===== src/rtl/instruction_prefetch_pkg.sv =====
// Shared fetch-stage definitions: instruction geometry, reset PC, opcode field helpers.
package instruction_prefetch_pkg;

    localparam int INST_WIDTH = 28;
    localparam int ADDR_WIDTH = 16;
    localparam logic [ADDR_WIDTH-1:0] RESET_PC = 16'd0;

    localparam int OPCODE_MSB  = 27;
    localparam int OPCODE_LSB  = 24;
    localparam int OPERAND_MSB = 23;
    localparam int OPERAND_LSB = 0;

    typedef enum logic [3:0] {
        OP_NOP  = 4'h0,
        OP_LOAD = 4'h1,
        OP_STORE= 4'h2,
        OP_ADD  = 4'h3,
        OP_SUB  = 4'h4,
        OP_JMP  = 4'h8,
        OP_BEQ  = 4'h9,
        OP_BNE  = 4'hA
    } opcode_e;

    function automatic logic [OPCODE_MSB-OPCODE_LSB:0] inst_opcode(input logic [INST_WIDTH-1:0] inst);
        return inst[OPCODE_MSB:OPCODE_LSB];
    endfunction

    function automatic logic [OPERAND_MSB-OPERAND_LSB:0] inst_operand(input logic [INST_WIDTH-1:0] inst);
        return inst[OPERAND_MSB:OPERAND_LSB];
    endfunction

endpackage


===== src/rtl/instruction_prefetch_fifo.sv =====
// Synchronous prefetch queue; flush wins over push/pop, push into a full queue only alongside a pop.
module instruction_prefetch_fifo #(
    parameter int WIDTH = 44,
    parameter int DEPTH = 4,
    localparam int AW   = $clog2(DEPTH)
) (
    input  logic             clk,
    input  logic             rst_n,
    input  logic             push,
    input  logic             pop,
    input  logic             flush,
    input  logic [WIDTH-1:0] wdata,
    output logic [WIDTH-1:0] rdata,
    output logic             full,
    output logic             empty,
    output logic [AW:0]      count
);

    logic [DEPTH-1:0][WIDTH-1:0] mem;
    logic [AW-1:0]               wr_ptr, rd_ptr;
    logic                        do_push, do_pop;

    assign empty   = (count == '0);
    assign full    = (count == (AW+1)'(DEPTH));
    assign do_pop  = pop & !empty;
    assign do_push = push & (!full | do_pop);
    assign rdata   = mem[rd_ptr];

    always_ff @(posedge clk or negedge rst_n) begin
        if (!rst_n) begin
            mem    <= '0;
            wr_ptr <= '0;
            rd_ptr <= '0;
            count  <= '0;
        end else if (flush) begin
            wr_ptr <= '0;
            rd_ptr <= '0;
            count  <= '0;
        end else begin
            // When full, wr_ptr == rd_ptr: the slot being read out is rewritten at this edge.
            if (do_push) begin
                mem[wr_ptr] <= wdata;
                wr_ptr      <= wr_ptr + AW'(1);
            end
            if (do_pop)
                rd_ptr <= rd_ptr + AW'(1);
            count <= count + (AW+1)'(do_push) - (AW+1)'(do_pop);
        end
    end

endmodule


===== src/rtl/instruction_prefetch.sv =====
// Fetch stage: owns the PC, drives the ROM address, queues fetched words and hands them to decode.
module instruction_prefetch #(
    parameter int                    INST_WIDTH = instruction_prefetch_pkg::INST_WIDTH,
    parameter int                    ADDR_WIDTH = instruction_prefetch_pkg::ADDR_WIDTH,
    parameter int                    DEPTH      = 4,
    parameter logic [ADDR_WIDTH-1:0] RESET_PC   = instruction_prefetch_pkg::RESET_PC,
    localparam int                   CW         = $clog2(DEPTH) + 1
) (
    input  logic                  Clock,
    input  logic                  Reset,
    output logic [ADDR_WIDTH-1:0] oAddress,
    input  logic [INST_WIDTH-1:0] iInstruction,
    output logic                  oInstValid,
    output logic [INST_WIDTH-1:0] oInstruction,
    output logic [ADDR_WIDTH-1:0] oInstPC,
    input  logic                  iInstReady,
    input  logic                  iRedirect,
    input  logic [ADDR_WIDTH-1:0] iRedirectPC,
    output logic [CW-1:0]         oQueueCount
);

    localparam int EW = INST_WIDTH + ADDR_WIDTH;

    logic [ADDR_WIDTH-1:0] pc;
    logic                  pop, push, full, empty;
    logic [EW-1:0]         head, hold_q;

    assign oInstValid = !empty;
    assign pop        = oInstValid & iInstReady;
    assign push       = !iRedirect & (!full | pop);

    instruction_prefetch_fifo #(
        .WIDTH(EW),
        .DEPTH(DEPTH)
    ) u_fifo (
        .clk  (Clock),
        .rst_n(Reset),
        .push (push),
        .pop  (pop & !iRedirect),
        .flush(iRedirect),
        .wdata({iInstruction, pc}),
        .rdata(head),
        .full (full),
        .empty(empty),
        .count(oQueueCount)
    );

    always_ff @(posedge Clock or negedge Reset) begin
        if (!Reset)
            pc <= RESET_PC;
        else if (iRedirect)
            pc <= iRedirectPC;
        else if (push)
            pc <= pc + ADDR_WIDTH'(1);
    end

    // Head outputs keep the last presented entry while the queue is empty.
    always_ff @(posedge Clock or negedge Reset) begin
        if (!Reset)
            hold_q <= '0;
        else if (!empty)
            hold_q <= head;
    end

    assign oAddress                = pc;
    assign {oInstruction, oInstPC} = empty ? hold_q : head;

endmodule

===== config.mk =====
export PLATFORM = sky130hd
export DESIGN_NAME = instruction_prefetch
export DESIGN_NICKNAME = d
export VERILOG_FILES = /design/src/rtl/instruction_prefetch_pkg.sv /design/src/rtl/instruction_prefetch_fifo.sv /design/src/rtl/instruction_prefetch.sv
export SDC_FILE = /design/constraint.sdc
export NUM_CORES = 1
export LEC_CHECK = 0
export BUFFER_PORTS_ARGS = -buffer_cell sky130_fd_sc_hd__buf_2
export CORE_MARGIN = 2
export CORE_UTILIZATION = 42
export CTS_CLUSTER_DIAMETER = 200
export DETAILED_ROUTE_END_ITERATION = 16
export HOLD_SLACK_MARGIN = 0.02
export PLACE_DENSITY = 0.69
export SYNTH_ARGS = -nofsm -noshare
export SYNTH_HDL_FRONTEND = slang
export SYNTH_SLANG_ARGS = --single-unit

===== constraint.sdc =====
create_clock -name Clock -period 3.35 [get_ports Clock]
set_input_delay 0 -clock Clock [delete_from_list [all_inputs] [get_ports Clock]]
set_output_delay 0 -clock Clock [all_outputs]
set_load 0.005 [all_outputs]

==> metrics.md <==
| Metric | Value |
|---|---|
| Total CTS buffers | 27 |
| Final worst slack | 794 ps |
| Via Count | 6309 |
| Latest clock arrival within the worst-skew pair | 520 ps |
| Synth warn | 0 |
| Power Dens Cells | 963 mW/mm^2 |
| Final cell count without fillers | 1198 |
| Reg2reg start | u_fifo.count[1]$_DFF_PN0_ |
| Fill count | 2056 |
| Pin count of the biggest net entering global routing | 106 |
| Post-synthesis cell type count | 35 |
| Worst Hold Class | in2async |
| Clk buf depth | 3 |
| Crit-path max FO | 20 |
| Initial antenna violation count | 0 |
| Grt ovf | 0 |
| #FFs+latches synth | 243 |
| GP Congestion | 0.735 |
| Core Area | 0.0252 sq mm |
| Skew final | 12.0 ps |
| I/O Pins | 112 |
| ANT cells | 0 |
| First-pass GRT wire length | 36000 microns |
| H-Tree Level Count | 1 |
| Seq/Total Area, Yosys | 56.6% |
| Area Growth Syn to Fin | 22.1% |
| Register area | 0.00609 sq mm |
| Final period utilization | 76.3% |
| Worst rel slew slack | 31.1% |
| Post-synth EDFFs | 0 |
| CTS tree | built |
| Status | finished, final reports clean |
| Pleak | 5.62 nW |
| Rows | 58 |
| Fin. max-slew vios | 0 |
| Synthesized Nets | 727 |
| DRT iter0 DRCs | 313 |
| Clock-pin slew on the worst setup and hold paths | 60 ps |
| Crit path from | u_fifo.rd_ptr[0]$_DFFE_PN0P_ |
| DR WL/cell | 18.5 microns |
| Minimum clock period | 2560 ps |
| Placed cells | 1082 |
| Mapped Area | 0.0107 sq mm |
| Worst setup EP type | output port |
| WP data required | 3350 ps |
| Drt pass-1 iters | 4 |
| Gr usage total | 16.9% |
| Final hold violation count | 0 |
| Post-Route WL | 22200 microns |
| Vias in the first global route | 6685 |
| Port Buffers | 111 |
| Initial Utilization | 42.7% |
| Synth Flop Type | dfrtp_1 |
| Die Area | 0.0269 sq mm |
| Post-route ant nets | 0 |
| Share of layout cells above drive strength 1 | 50.9% |
| CP startpoint kind | flip-flop |
| Clock Sinks | 243 |
| Final TNS setup | 0 ps |
| Ys async rst share | 100% |
| Via density | 5.27 |
| Die H | 164 microns |
| Multi-input gate area | 0.00433 sq mm |
| Final setup violating endpoints | 0 |
| Die width | 164 microns |
| CP arrival | 2560 ps |
| CTS root buf | clkbuf_16 |
| F_max | 391 MHz |
| Post-synthesis area per instance | 16.0 sq um |
| DPL Wire Length | 13500 microns |
| Mapped Cells | 671 |
| RSZ-0062 raised after global routing | no |
| Residual DRC | 0 |
| IR drop worst, VDD | 0.602 mV |
| Core Util, Final | 52.1% |
| Nets | 904 |
| MaxCap Viol Count | 0 |
| Pre-CTS setup slack | 863 ps |
| Worst-Margin Slew | 1030 ps |
| CP Class | reg2out |
-- power by group --
part	switching (W)	total [W]	internal, W
clock	0.00114	0.00292	0.00178
combinational	0.00174	0.00458	0.00284
sequential	0.000781	0.00513	0.00435
total	0.00366	0.0126	0.00897
-- cells in the final DEF, fill, tap and decap left out, drive strengths merged, types with 3 or more instances in the layout --
| cell type | n |
|---|---|
| clkbuf | 37 |
| clkinv | 8 |
| xor2 | 6 |
| buf | 126 |
| nand3 | 6 |
| nor2 | 16 |
| or3 | 5 |
| xnor2 | 6 |
| nand4 | 7 |
| dlygate4sd3 | 66 |
| and3 | 4 |
| mux2 | 220 |
| bufinv | 3 |
| inv | 10 |
| o21ai | 14 |
| mux4 | 44 |
| nand2 | 17 |
| ha | 7 |
| a31oi | 7 |
| dfrtp | 243 |
-- worst max-delay path, cell delays in order (launching register included) --
cell and delay, ps:
dfrtp_4 700, buf_4 350, mux4_2 560, mux2_2 300, buf_2 130
-- layer usage --
layer	vias to the layer above	wire, microns	global-route usage (%)
met1	3344	10500	24.2
met3	33	821	2.50
met5	-	0	0
li1	2814	-	-
met2	118	10500	27.5
met4	0	397	3.71
-- synth_stat cells (4+ instances only) --
master      n  area, sq um
buf_2      16         80.1
ha_1        7         87.6
xnor2_1     6         52.6
mux4_2     44          991
xor2_1      6         52.6
nand2_1    17         63.8
dfrtp_1   243         6080
nand3_1     6         30.0
buf_12      4         80.1
buf_1       4         15.0
nor2_1     16         60.1
o21ai_0    14         70.1
or3_1       5         31.3
mux2_4     40          601
inv_1       9         33.8
a31oi_1     7         43.8
mux2_2    180         2030
clkbuf_1   12         45.0
nand4_1     7         43.8
buf_6       5         56.3
-- timing repair --
item | 4_1_cts | 5_1_grt
setup buffers | 0 | 0
hold endpoints to repair | 373 | 0
endpoints found under the setup margin | 0 | 0
resized for setup | 0 | 0
hold buffers | 67 | 0
-- cell families (layout without fill, tap and decap cells) --
group,count (synthesis),after routing,synth area share [%]
adder cells (fa/ha/maj),8,8,1.00
flip-flops,243,243,56.6
buffers and inverters,53,250,3.10
AND/OR/NAND/NOR,66,66,3.28
AO/OA/AOI/OAI,24,24,1.26
XOR/XNOR,12,12,0.978
multiplexers,265,265,33.8
-- through the flow --
step	area, sq um	hold WS [ps]	power, W
after floorplan	10700	-296	0.00820
after global placement	11500	-53.4	0.00957
after detailed placement	11500	-52.6	0.00971
after CTS	13100	87.7	0.0128
after global routing	13100	97.6	0.0134
final	13100	75.6	0.0126
-- flip-flops by register name (all words and copies together) (netlist names) --
name           flops
hold_q            44
oAddress          16
u_fifo.count       3
u_fifo.mem       176
u_fifo.rd_ptr      2
u_fifo.wr_ptr      2
-- worst paths after layout --
check | to | slack (ps) | depth (start not counted)
min in group Clock | oAddress[14]$_DFFE_PN0P_ | 280 | 4
max | oInstruction[23] | 790 | 4
max reg2reg | u_fifo.count[2]$_DFF_PN0_ | 860 | 11
max in group asynchronous | hold_q[27]$_DFF_PN0_ | 2660 | 3
min reg2reg | hold_q[40]$_DFF_PN0_ | 490 | 1
min | hold_q[21]$_DFF_PN0_ | 80 | 3
-- final cells by class --
class	count	share of cell area [%]
repair buffers	192	10.5
multi-input cells	375	33.0
clock buffers	37	5.67
inverters	9	0.258
clock inverters	12	1.06
well taps	330	3.15
flip-flops and latches	243	46.4
(Power assumes the default switching activity.)
